$ cat src/rtl/i2c_slave_regs.sv
// I2C target exposing a byte-wide register file behind an auto-incrementing pointer.
// Only the I2C side writes the registers; the host reads them combinationally.
module i2c_slave_regs #(
  parameter logic [6:0]  SLAVE_ADDR = 7'b0010000,
  parameter int unsigned NUM_REGS   = 8
) (
  input  logic                        clk,
  input  logic                        resetN,
  input  logic                        scl_in,
  input  logic                        sda_in,
  output logic                        sda_oe,
  input  logic [$clog2(NUM_REGS)-1:0] reg_rd_addr,
  output logic [7:0]                  reg_rd_data,
  output logic                        wr_strobe,
  output logic                        busy
);
  localparam int unsigned PW = $clog2(NUM_REGS);

  typedef enum logic [3:0] {
    StIdle, StAddr, StAddrAck, StPtr, StPtrAck,
    StWdata, StWdataAck, StRdata, StRdataAck, StIgnore
  } state_e;

  state_e        state_q, state_d;
  logic          scl_meta_q, scl_sync_q, scl_prev_q;
  logic          sda_meta_q, sda_sync_q, sda_prev_q;
  logic [2:0]    bit_cnt_q;
  logic [7:0]    shift_q;
  logic          ack_rise_q;
  logic [PW-1:0] ptr_q;
  logic [7:0]    regs_q [NUM_REGS];
  logic          sda_oe_q, sda_oe_d;
  logic          wr_strobe_q, wr_strobe_d;
  logic          busy_q, busy_d;

  logic       scl_rise, scl_fall, start_det, stop_det, byte_done, addr_match, rw_read;
  logic [7:0] byte_in;

  assign scl_rise   = scl_sync_q & ~scl_prev_q;
  assign scl_fall   = ~scl_sync_q & scl_prev_q;
  assign start_det  = scl_sync_q & scl_prev_q & sda_prev_q & ~sda_sync_q;
  assign stop_det   = scl_sync_q & scl_prev_q & ~sda_prev_q & sda_sync_q;
  assign byte_in    = {shift_q[6:0], sda_sync_q};
  assign byte_done  = scl_rise & (bit_cnt_q == 3'd7);
  assign addr_match = (byte_in[7:1] == SLAVE_ADDR);
  // After the address byte, bit 0 of the shift register is the R/W flag.
  assign rw_read    = shift_q[0];

  always_ff @(posedge clk or negedge resetN) begin
    if (!resetN) begin
      state_q <= StIdle;
    end else begin
      state_q <= state_d;
    end
  end

  // Ack states span two SCL falls: the first drives ACK, the second (after the 9th rise) exits.
  always_comb begin
    state_d = state_q;
    if (start_det) begin
      state_d = StAddr;
    end else if (stop_det) begin
      state_d = StIdle;
    end else begin
      case (state_q)
        StAddr:     if (byte_done) state_d = addr_match ? StAddrAck : StIgnore;
        StAddrAck:  if (scl_fall && ack_rise_q) state_d = rw_read ? StRdata : StPtr;
        StPtr:      if (byte_done) state_d = StPtrAck;
        StPtrAck:   if (scl_fall && ack_rise_q) state_d = StWdata;
        StWdata:    if (byte_done) state_d = StWdataAck;
        StWdataAck: if (scl_fall && ack_rise_q) state_d = StWdata;
        StRdata:    if (scl_rise && bit_cnt_q == 3'd7) state_d = StRdataAck;
        StRdataAck: if (scl_rise) state_d = sda_sync_q ? StIgnore : StRdata;
        default:    state_d = state_q;
      endcase
    end
  end

  always_comb begin
    sda_oe_d    = sda_oe_q;
    busy_d      = busy_q;
    wr_strobe_d = 1'b0;
    if (start_det || stop_det) begin
      sda_oe_d = 1'b0;
      busy_d   = 1'b0;
    end else begin
      case (state_q)
        StAddr:  if (byte_done && addr_match) busy_d = 1'b1;
        StAddrAck, StPtrAck, StWdataAck: begin
          if (scl_fall) begin
            if (!ack_rise_q) begin
              sda_oe_d = 1'b1;
            end else if (state_q == StAddrAck && rw_read) begin
              sda_oe_d = ~regs_q[ptr_q][7];
            end else begin
              sda_oe_d = 1'b0;
            end
          end
        end
        StWdata:    if (byte_done) wr_strobe_d = 1'b1;
        StRdata:    if (scl_fall) sda_oe_d = ~shift_q[7];
        StRdataAck: if (scl_fall) sda_oe_d = 1'b0;
        default:    sda_oe_d = 1'b0;
      endcase
    end
  end

  always_ff @(posedge clk or negedge resetN) begin
    if (!resetN) begin
      scl_meta_q  <= 1'b1;
      scl_sync_q  <= 1'b1;
      scl_prev_q  <= 1'b1;
      sda_meta_q  <= 1'b1;
      sda_sync_q  <= 1'b1;
      sda_prev_q  <= 1'b1;
      bit_cnt_q   <= '0;
      shift_q     <= '0;
      ack_rise_q  <= 1'b0;
      ptr_q       <= '0;
      sda_oe_q    <= 1'b0;
      wr_strobe_q <= 1'b0;
      busy_q      <= 1'b0;
      for (int unsigned i = 0; i < NUM_REGS; i++) regs_q[i] <= '0;
    end else begin
      scl_meta_q  <= scl_in;
      scl_sync_q  <= scl_meta_q;
      scl_prev_q  <= scl_sync_q;
      sda_meta_q  <= sda_in;
      sda_sync_q  <= sda_meta_q;
      sda_prev_q  <= sda_sync_q;
      sda_oe_q    <= sda_oe_d;
      wr_strobe_q <= wr_strobe_d;
      busy_q      <= busy_d;
      if (start_det || stop_det) begin
        bit_cnt_q  <= '0;
        ack_rise_q <= 1'b0;
      end else begin
        case (state_q)
          StAddr, StPtr, StWdata: begin
            if (scl_rise) begin
              shift_q   <= byte_in;
              bit_cnt_q <= bit_cnt_q + 3'd1;
              if (bit_cnt_q == 3'd7 && state_q == StPtr) ptr_q <= byte_in[PW-1:0];
              if (bit_cnt_q == 3'd7 && state_q == StWdata) begin
                regs_q[ptr_q] <= byte_in;
                ptr_q         <= ptr_q + PW'(1);
              end
            end
          end
          StAddrAck, StPtrAck, StWdataAck: begin
            if (scl_rise) ack_rise_q <= 1'b1;
            if (scl_fall && ack_rise_q) begin
              ack_rise_q <= 1'b0;
              if (state_q == StAddrAck && rw_read) shift_q <= regs_q[ptr_q];
            end
          end
          StRdata: begin
            if (scl_rise) begin
              shift_q   <= {shift_q[6:0], 1'b0};
              bit_cnt_q <= bit_cnt_q + 3'd1;
              // Pointer advances after every byte sent, whether or not the master ACKs it.
              if (bit_cnt_q == 3'd7) ptr_q <= ptr_q + PW'(1);
            end
          end
          StRdataAck: if (scl_rise && !sda_sync_q) shift_q <= regs_q[ptr_q];
          default: ;
        endcase
      end
    end
  end

  assign sda_oe      = sda_oe_q;
  assign wr_strobe   = wr_strobe_q;
  assign busy        = busy_q;
  assign reg_rd_data = regs_q[reg_rd_addr];

endmodule
$ cat config.mk
export PLATFORM = sky130hd
export DESIGN_NAME = i2c_slave_regs
export DESIGN_NICKNAME = d
export VERILOG_FILES = /design/src/rtl/i2c_slave_regs.sv
export SDC_FILE = /design/constraint.sdc
export NUM_CORES = 1
export LEC_CHECK = 0
export ABC_AREA = 1
export CORE_MARGIN = 2
export CORE_UTILIZATION = 50
export CTS_BUF_LIST = sky130_fd_sc_hd__clkbuf_4 sky130_fd_sc_hd__clkbuf_8
export CTS_CLUSTER_SIZE = 16
export DETAILED_ROUTE_END_ITERATION = 7
export GPL_TIMING_DRIVEN = 0
export PLACE_DENSITY = 0.69
export SLEW_MARGIN = 0
export SYNTH_ARGS = -nofsm -noshare
export SYNTH_HDL_FRONTEND = slang
export SYNTH_SLANG_ARGS = --single-unit
$ cat constraint.sdc
create_clock -name clk -period 2.5 [get_ports clk]
set_clock_uncertainty 0.2 [all_clocks]
set_input_delay 0.625 -clock clk [delete_from_list [all_inputs] [get_ports clk]]
set_output_delay 0.625 -clock clk [all_outputs]
set_load 0.1 [all_outputs]
After elaboration in Yosys (flattened, before gate mapping)
Index checks and enable logic that the tools add are counted.
{"block": "classes", "n_lt_le_gt_ge": 3, "n_mux": 54, "eq_ne": 28, "n_addsub": 2, "bitwise_logic": 17, "reduce_logical": 32}
{"op": "2-to-1 mux 8 bit", "n": 10}
{"op": "bitwise mux 64 bit", "n": 1}
{"op": "binary-select mux 8 bit (select 3 bit)", "n": 2}
{"op": "2-to-1 mux 4 bit", "n": 11}
{"op": "case mux 8 bit (4 select lines)", "n": 1}
{"op": "case mux 4 bit (7 select lines)", "n": 1}
{"op": "2-to-1 mux 3 bit", "n": 9}
{"op": "demux 8 bit (select 3 bit)", "n": 1}
{"op": "inequality test 4 bit (second input constant)", "n": 6}
{"op": "equality test 4 x 3 -> 1 bit (second input constant)", "n": 4}
{"op": "2-to-1 mux 1 bit", "n": 16}
{"op": "inequality test 2 bit (second input constant)", "n": 6}
{"op": "inequality test 3 bit (second input constant)", "n": 4}
{"op": "nonzero test 2 bit", "n": 6}
{"op": "nonzero test 9 bit", "n": 1}
{"op": "AND 1 bit", "n": 8}
{"op": "equality test 4 x 2 -> 1 bit (second input constant)", "n": 2}
{"op": "greater-or-equal comparator 4 bit (second input constant)", "n": 2}
{"op": "logical AND 1 bit", "n": 8}
{"op": "inverter 3 -> 4 bit", "n": 2}
{"op": "AND reduction 4 bit", "n": 2}
{"op": "AND reduction 8 bit", "n": 1}
{"op": "equality test 7 x 5 -> 1 bit (second input constant)", "n": 1}
{"op": "inverter 1 bit", "n": 7}
{"op": "19 further kinds", "n": 24}
{"block": "word_totals", "input_bits": 7, "out_inout_bits": 11, "reg_bits": 92}

Longest topological paths before layout
Gate-level depths: netlist of run 1.
{"block": "depth", "depth_word": 10, "mapped_depth": 11, "ltp_nobuf": 11}

Worst setup path after synthesis of run 1
No wires, ideal clock.
{"block": "synth_timing", "path_kind": "input port to output port", "startpoint": "in reg_rd_addr[0]", "endpoint": "out reg_rd_data[0]", "arrival_ps": 2957, "path_buffers": 2, "stages": 6, "setup_slack_ps": -1282, "path_cell_list": "clkbuf_1 > clkbuf_1 > nor2_1 > nor2_1 > o21ai_0 > a31oi_1"}
{"block": "synth_via", "elab_chain_cells": 4}
{"item": "from (decl)", "line": "12", "text": "input logic [$clog2(NUM_REGS)-1:0] reg_rd_addr,"}
{"item": "inverter 3 -> 4 bit (implied by the code)", "line": "175", "text": "assign reg_rd_data = regs_q[reg_rd_addr];"}
{"item": "binary-select mux 8 bit (select 3 bit)", "line": "175"}
{"item": "2-to-1 mux 8 bit (implied by the code) (2 in series)", "line": "175"}
{"item": "to (decl)", "line": "13", "text": "output logic [7:0] reg_rd_data,"}
No other way between the ends. The select of a mux whose other input is x is not followed.

Worst setup path after layout of run 1
{"block": "layout_timing", "startpoint": "in reg_rd_addr[0]", "endpoint": "out reg_rd_data[1]"}
The elaborated chain is that of the path after synthesis.

==> results.md, run 1 <==
- Max Cap Viol: 0
- Crit share post-route: 99.73%
- Slew headroom: 36.72%
- Seq. cell area: 0.002310 mm²
- Initial antenna violation count: 0
- Flop and latch count out of synthesis: 92
- R2R Setup Slk: 0.28 ns
- DRC violations left: 0
- Port Buf Inserts: 16
- CP Class: in2out
- HPWL reported at the end of detailed placement: 11.47 mm
- P_leak: 2.951 nW
- VDD IR max: 0.4863 mV
- WP data arrival: 1.67 ns
- Final min period: 2.493 ns
- Sequential area share after synthesis: 43.53%
- Distinct cell type count after synthesis: 33
- GP Congestion: 0.9475
- Vias: 4,974
- First-pass GRT wire length: 25.21 mm
- CP required: 1.67 ns
- CTS tree: built
- FP Rows: 37
- R2R depth: 10
- Worst Setup SP: reg_rd_addr[0]
- Starting Density: 51.40%
- Worst reg2reg startpoint: bit_cnt_q[0]
- Worst Hold Class: in2async
- Most frequent cells in the layout: nand2_1 (248), dfrtp_1 (86), o21ai_1 (63), inv_1 (51), nor2_1 (48)
- Largest net degree at the start of global routing: 56
- Placement Setup Slack: -1.749 ns
- Mapped cell area: 0.005306 mm²
- Number of global-route vias before repair: 4,724
- Drt total wl: 15.85 mm
- Syn avg cell area: 7.411 µm²
- WP buf/inv: 3
- Floorplan core area: 0.01032 mm²
- RSZ-0062 raised after global routing: true
- Worst-margin pin slew: 0.9529 ns
- Worst path cell trace: clkbuf_16 -> clkbuf_8 -> o21ai_1 -> a21oi_2 -> a31oi_4 -> buf_12
- First drt pass iteration count: 8
- Die X: 107.0 µm
- Final Hold Fails: 0
- Clk Latency, worst-skew pair: 0.37 ns
- Startpoint Class: input port
- # clock sinks: 92
- GRT overflow: 0
- Cells after Synth: 716
- Worst path top cell family by delay: compound AO/OA/AOI/OAI gates
- Multi-input logic area: 0.002759 mm²
- H-tree Lvls: 3
- Status: complete, no violations
- Yosys warns: 0
- Max incr delay on CP: 0.20 ns
- ANT cells: 0
- Layout area overhead: 18.13%
- Max clock buf depth: 2
- Layout cells sized above 1: 19.15%
- Top Ports: 18
- Drt initial violations: 485
- Overall Global Routing Usage: 29.13%
- R2R Path End: regs_q[62]
- CP Capture Type: primary output
- Via-per-instance ratio: 5.601
- Die Footprint: 0.01145 mm²
- Critical path's slowest cell: o21ai_1
- Hold Slack: 0.002069 ns
- Filler Cells Inserted: 935
- Wire per inst: 17.85 µm
- Syn Nets: 726
- Clock slew at reported path FFs: 0.11 ns
- Endpoints failing setup: 0
- Worst setup margin: 0.006827 ns
- Number of cells on the critical path: 6
- Achievable frequency: 401.1 MHz
- Fin nets: 757
- DRT antenna net count: 0
- Num CTS Buffers: 9
- Clk root buf: clkbuf_8
- Pwr dens: 805.2 mW/mm²
- Slew Limit Fails: 0
- Worst Setup EP: reg_rd_data[1]
- Crit path max fanout: 10
- Die Height: 107.0 µm
- Commonest non-fill, non-tap cell in the layout: nand2_1
-- synthesized netlist by cell type (all sizes together) --
cell	count	share of area, %
o211ai	11	1.6
ha	3	0.71
inv	60	4.2
nand4	3	0.47
nand3	25	2.5
clkinv	2	0.14
dfstp	6	3.0
nor2	60	5.7
xor2	1	0.17
dfrtp	86	41
nand3b	7	0.99
o21a	1	0.14
buf	14	2.6
nor3	1	0.094
or2	1	0.12
a31oi	9	1.1
nand2	261	19
o21ai	127	13
a21oi	23	2.2
clkbuf	15	1.1
-- sequential cells by signal, indices dropped and copies added, names as in the netlist --
signal / cells
ptr_q: 3
ack_rise_q: 1
sda_prev_q: 1
shift_q: 8
state_q: 4
busy: 1
scl_meta_q: 1
sda_meta_q: 1
bit_cnt_q: 3
sda_sync_q: 1
regs_q: 64
sda_oe: 1
wr_strobe: 1
scl_prev_q: 1
scl_sync_q: 1
-- per-layer routing --
metal,track usage (%),vias up,wire length [µm]
li1,-,2392,-
met1,42.03,2358,7158
met2,44.81,196,7211
met3,5.228,28,1130
met4,8.720,0,350
met5,0,-,0
-- worst min-delay path by stage --
| stage | from | end | slack, ns | cells past startpoint |
|---|---|---|---|---|
| 3_3_place_gp | scl_meta_q | scl_sync_q | 0.15 | 0 |
| 3_5_place_dp | sda_meta_q | sda_sync_q | 0.15 | 0 |
| 5_1_grt | resetN | regs_q[42] | 0.03 | 1 |
| 4_1_cts | resetN | regs_q[41] | 0.01 | 1 |
| 2_1_floorplan | resetN | ack_rise_q | 0.13 | 0 |
| 6_report | resetN | regs_q[42] | 0.002 | 1 |
-- power by group --
part	internal, mW	total (mW)	leakage, nW	switching, mW
registers	1.62	1.75	1.25	0.129
logic	0.664	2.30	1.61	1.64
clock network	0.388	0.995	0.0947	0.607
total	2.67	5.05	2.95	2.38
-- stage by stage --
step                instance area (µm²)  setup TNS, ns  cells  util [%]  total power, mW
detailed placement                 5869         -12.81    869     56.85            3.990
global route                       6269       -0.02754    888     60.72            5.377
floorplan                          5514        -0.8490    716         -            3.349
CTS                                6183              0    887     59.90            5.015
global placement                   5844        -253.33    868     56.61            3.958
finish                             6269              0    888     60.72            5.047
-- logic make-up after synthesis --
kind of cell	share of synthesized area [%]
buffers and inverters	8.040
adder cells (fa/ha/maj)	0.7075
XOR/XNOR	0.1651
AND/OR/NAND/NOR	29.17
AO/OA/AOI/OAI	18.39
flip-flops	43.53
-- layout make-up --
class,count,share of cell area [%]
inverters,62,3.892
plain buffers,29,4.671
flip-flops and latches,92,36.85
clock inverters,7,1.038
clock buffers,9,1.976
well taps,136,2.715
repair buffers,20,4.850
multi-input cells,533,44.01
-- repair_timing --
action | 4_1_cts | 5_1_grt
cloned | 1 | 1
endpoints found under the setup margin | 11 | 8
setup buffers | 1 | 0
pin swaps | 5 | 6
hold buffers | 0 | 0
hold endpoints to repair | 0 | 0
resized for setup | 104 | 27
(Power assumes the default switching activity.)
==> run 2: changes to the inputs <==
- CAP_MARGIN: not set -> 30
==> run 2 against run 1 <==
Against the previous run: clock power hardly changed; sequential share of layout area did not move; sequential power is essentially flat; via count did not move; total power stayed put; utilization stayed put; largest power group unchanged.
==> results.md, run 2 (synthesis gave the netlist of run 1 again) <==
- Port Buf Inserts: 16 (unchanged)
- Largest net degree at the start of global routing: 56 (unchanged)
- Final Hold Fails: 0 (unchanged)
- CP Capture Type: primary output (unchanged)
- GP Congestion: 0.9475 (unchanged)
- Pwr dens: 805.2 mW/mm² (unchanged)
- ANT cells: 0 (unchanged)
- Crit share post-route: 99.73% (unchanged)
- Worst-margin pin slew: 0.9529 ns (unchanged)
- Top Registers: regs_q x64, shift_q x8, state_q x4 (unchanged)
- Die Height: 107.0 µm (unchanged)
- Status: complete, no violations (unchanged)
- VDD IR max: 0.4863 mV (unchanged)
- Die Footprint: 0.01145 mm² (unchanged)
- GRT overflow: 0 (unchanged)
- DRT antenna net count: 0 (unchanged)
- CTS tree: built (unchanged)
- Startpoint Class: input port (unchanged)
- CP Class: in2out (unchanged)
- # hold bufs at CTS: 0 (unchanged)
- Pwr Total: 5.047 mW (unchanged)
- Max incr delay on CP: 0.20 ns (about the same)
- Slew Limit Fails: 0 (unchanged)
- Crit path max fanout: 10 (unchanged)
- Achievable frequency: 401.1 MHz (unchanged)
- Via-per-instance ratio: 5.601 (unchanged)
- H-tree Lvls: 3 (unchanged)
- # clock sinks: 92 (unchanged)
- Vias: 4,974 (unchanged)
- Number of global-route vias before repair: 4,724 (unchanged)
- Floorplan core area: 0.01032 mm² (unchanged)
- Fin nets: 757 (unchanged)
- Final min period: 2.493 ns (unchanged)
- First-pass GRT wire length: 25.21 mm (unchanged)
- Max reg flops: 64 (unchanged)
- Drt initial violations: 485 (unchanged)
- FP Rows: 37 (unchanged)
- Clock slew at reported path FFs: 0.11 ns (about the same)
- Endpoints failing setup: 0 (unchanged)
- Layout cells sized above 1: 19.15% (unchanged)
- WP data arrival: 1.67 ns (about the same)
- Commonest non-fill, non-tap cell in the layout: nand2_1 (unchanged)
- Num CTS Buffers: 9 (unchanged)
- Die X: 107.0 µm (unchanged)
- Slew headroom: 36.72% (unchanged)
- CP required: 1.67 ns (about the same)
- Worst Hold Class: in2async (unchanged)
- HPWL reported at the end of detailed placement: 11.47 mm (unchanged)
- RSZ-0062 raised after global routing: true (unchanged)
- Post-layout util: 60.72% (unchanged)
- Max Cap Viol: 0 (unchanged)
- Wire per inst: 17.85 µm (unchanged)
- Largest Register: regs_q (unchanged)
- Clk Latency, worst-skew pair: 0.37 ns (about the same)
- Worst path cell trace: clkbuf_16 -> clkbuf_8 -> o21ai_1 -> a21oi_2 -> a31oi_4 -> buf_12 (unchanged)
- First drt pass iteration count: 8 (unchanged)
- Critical path's slowest cell: o21ai_1 (unchanged)
- Starting Density: 51.40% (unchanged)
- DRC violations left: 0 (unchanged)
- P_leak: 2.951 nW (unchanged)
- Max clock buf depth: 2 (unchanged)
- Clk root buf: clkbuf_8 (unchanged)
- Initial antenna violation count: 0 (unchanged)
- Drt total wl: 15.85 mm (unchanged)
- Layout area overhead: 18.13% (unchanged)
- Most frequent cells in the layout: nand2_1 (248), dfrtp_1 (86), o21ai_1 (63), inv_1 (51), nor2_1 (48) (unchanged)
- Top Ports: 18 (unchanged)
- Overall Global Routing Usage: 29.13% (unchanged)
==> run 2: area by class of cell <==
| class | count | area (µm²) |
|---|---|---|
| multi-input combinational | 533 | 2759 |
| clock buffer | 9 | 123.9 |
| inverter | 62 | 244.0 |
| timing repair buffer | 20 | 304.0 |
| fill | 935 | 4055 |
| sequential | 92 | 2310 |
| tap | 136 | 170.2 |
| buffer | 29 | 292.8 |
| clock inverter | 7 | 65.06 |
==> run 2: final timing paths <==
path,depth (start not counted),slack [ns],endpoint,start
min in group clk,0,0.17,sda_sync_q,sda_meta_q
worst max-delay path,6,0.007,reg_rd_data[1],reg_rd_addr[0]
worst max register to register,10,0.28,regs_q[62],bit_cnt_q[0]
max in group asynchronous,2,1.39,scl_sync_q,resetN
worst min-delay path,1,0.002,regs_q[42],resetN
worst min register to register,0,0.17,sda_sync_q,sda_meta_q
==> run 2: metrics by stage <==
stage | setup TNS [ns] | area [µm²] | std cells | hold WS, ns | setup slack (ns)
2_1_floorplan | -0.8490 | 5514 | 716 | 0.1294 | -0.1130
3_3_place_gp | -253.33 | 5844 | 868 | 0.1455 | -2.697
3_5_place_dp | -12.81 | 5869 | 869 | 0.1506 | -1.749
4_1_cts | 0 | 6183 | 887 | 0.01323 | 0.001089
5_1_grt | -0.02754 | 6269 | 888 | 0.03113 | -0.02284
6_report | 0 | 6269 | 888 | 0.002069 | 0.006827
==> run 2: critical path, delay by kind of cell <==
family,cells,cell delay (ns)
AO/OA/AOI/OAI,3,0.52
buffers and inverters,3,0.51
==> run 2: power breakdown <==
part / internal [mW] / switching (mW) / total, mW
logic: 0.664 / 1.64 / 2.30
registers: 1.62 / 0.129 / 1.75
clock network: 0.388 / 0.607 / 0.995
==> run 2: per-layer routing <==
layer	vias up	global-route usage [%]	wire [µm]
met3	28	5.228	1130
met1	2358	42.03	7158
met2	196	44.81	7211
met4	0	8.720	350
li1	2392	-	-
met5	-	0	0
==> run 2: timing repair <==
action	CTS	global route
setup endpoints to repair	11	8
cloned	1	1
pin swaps	5	6
resized for setup	104	27
setup buffers	1	0
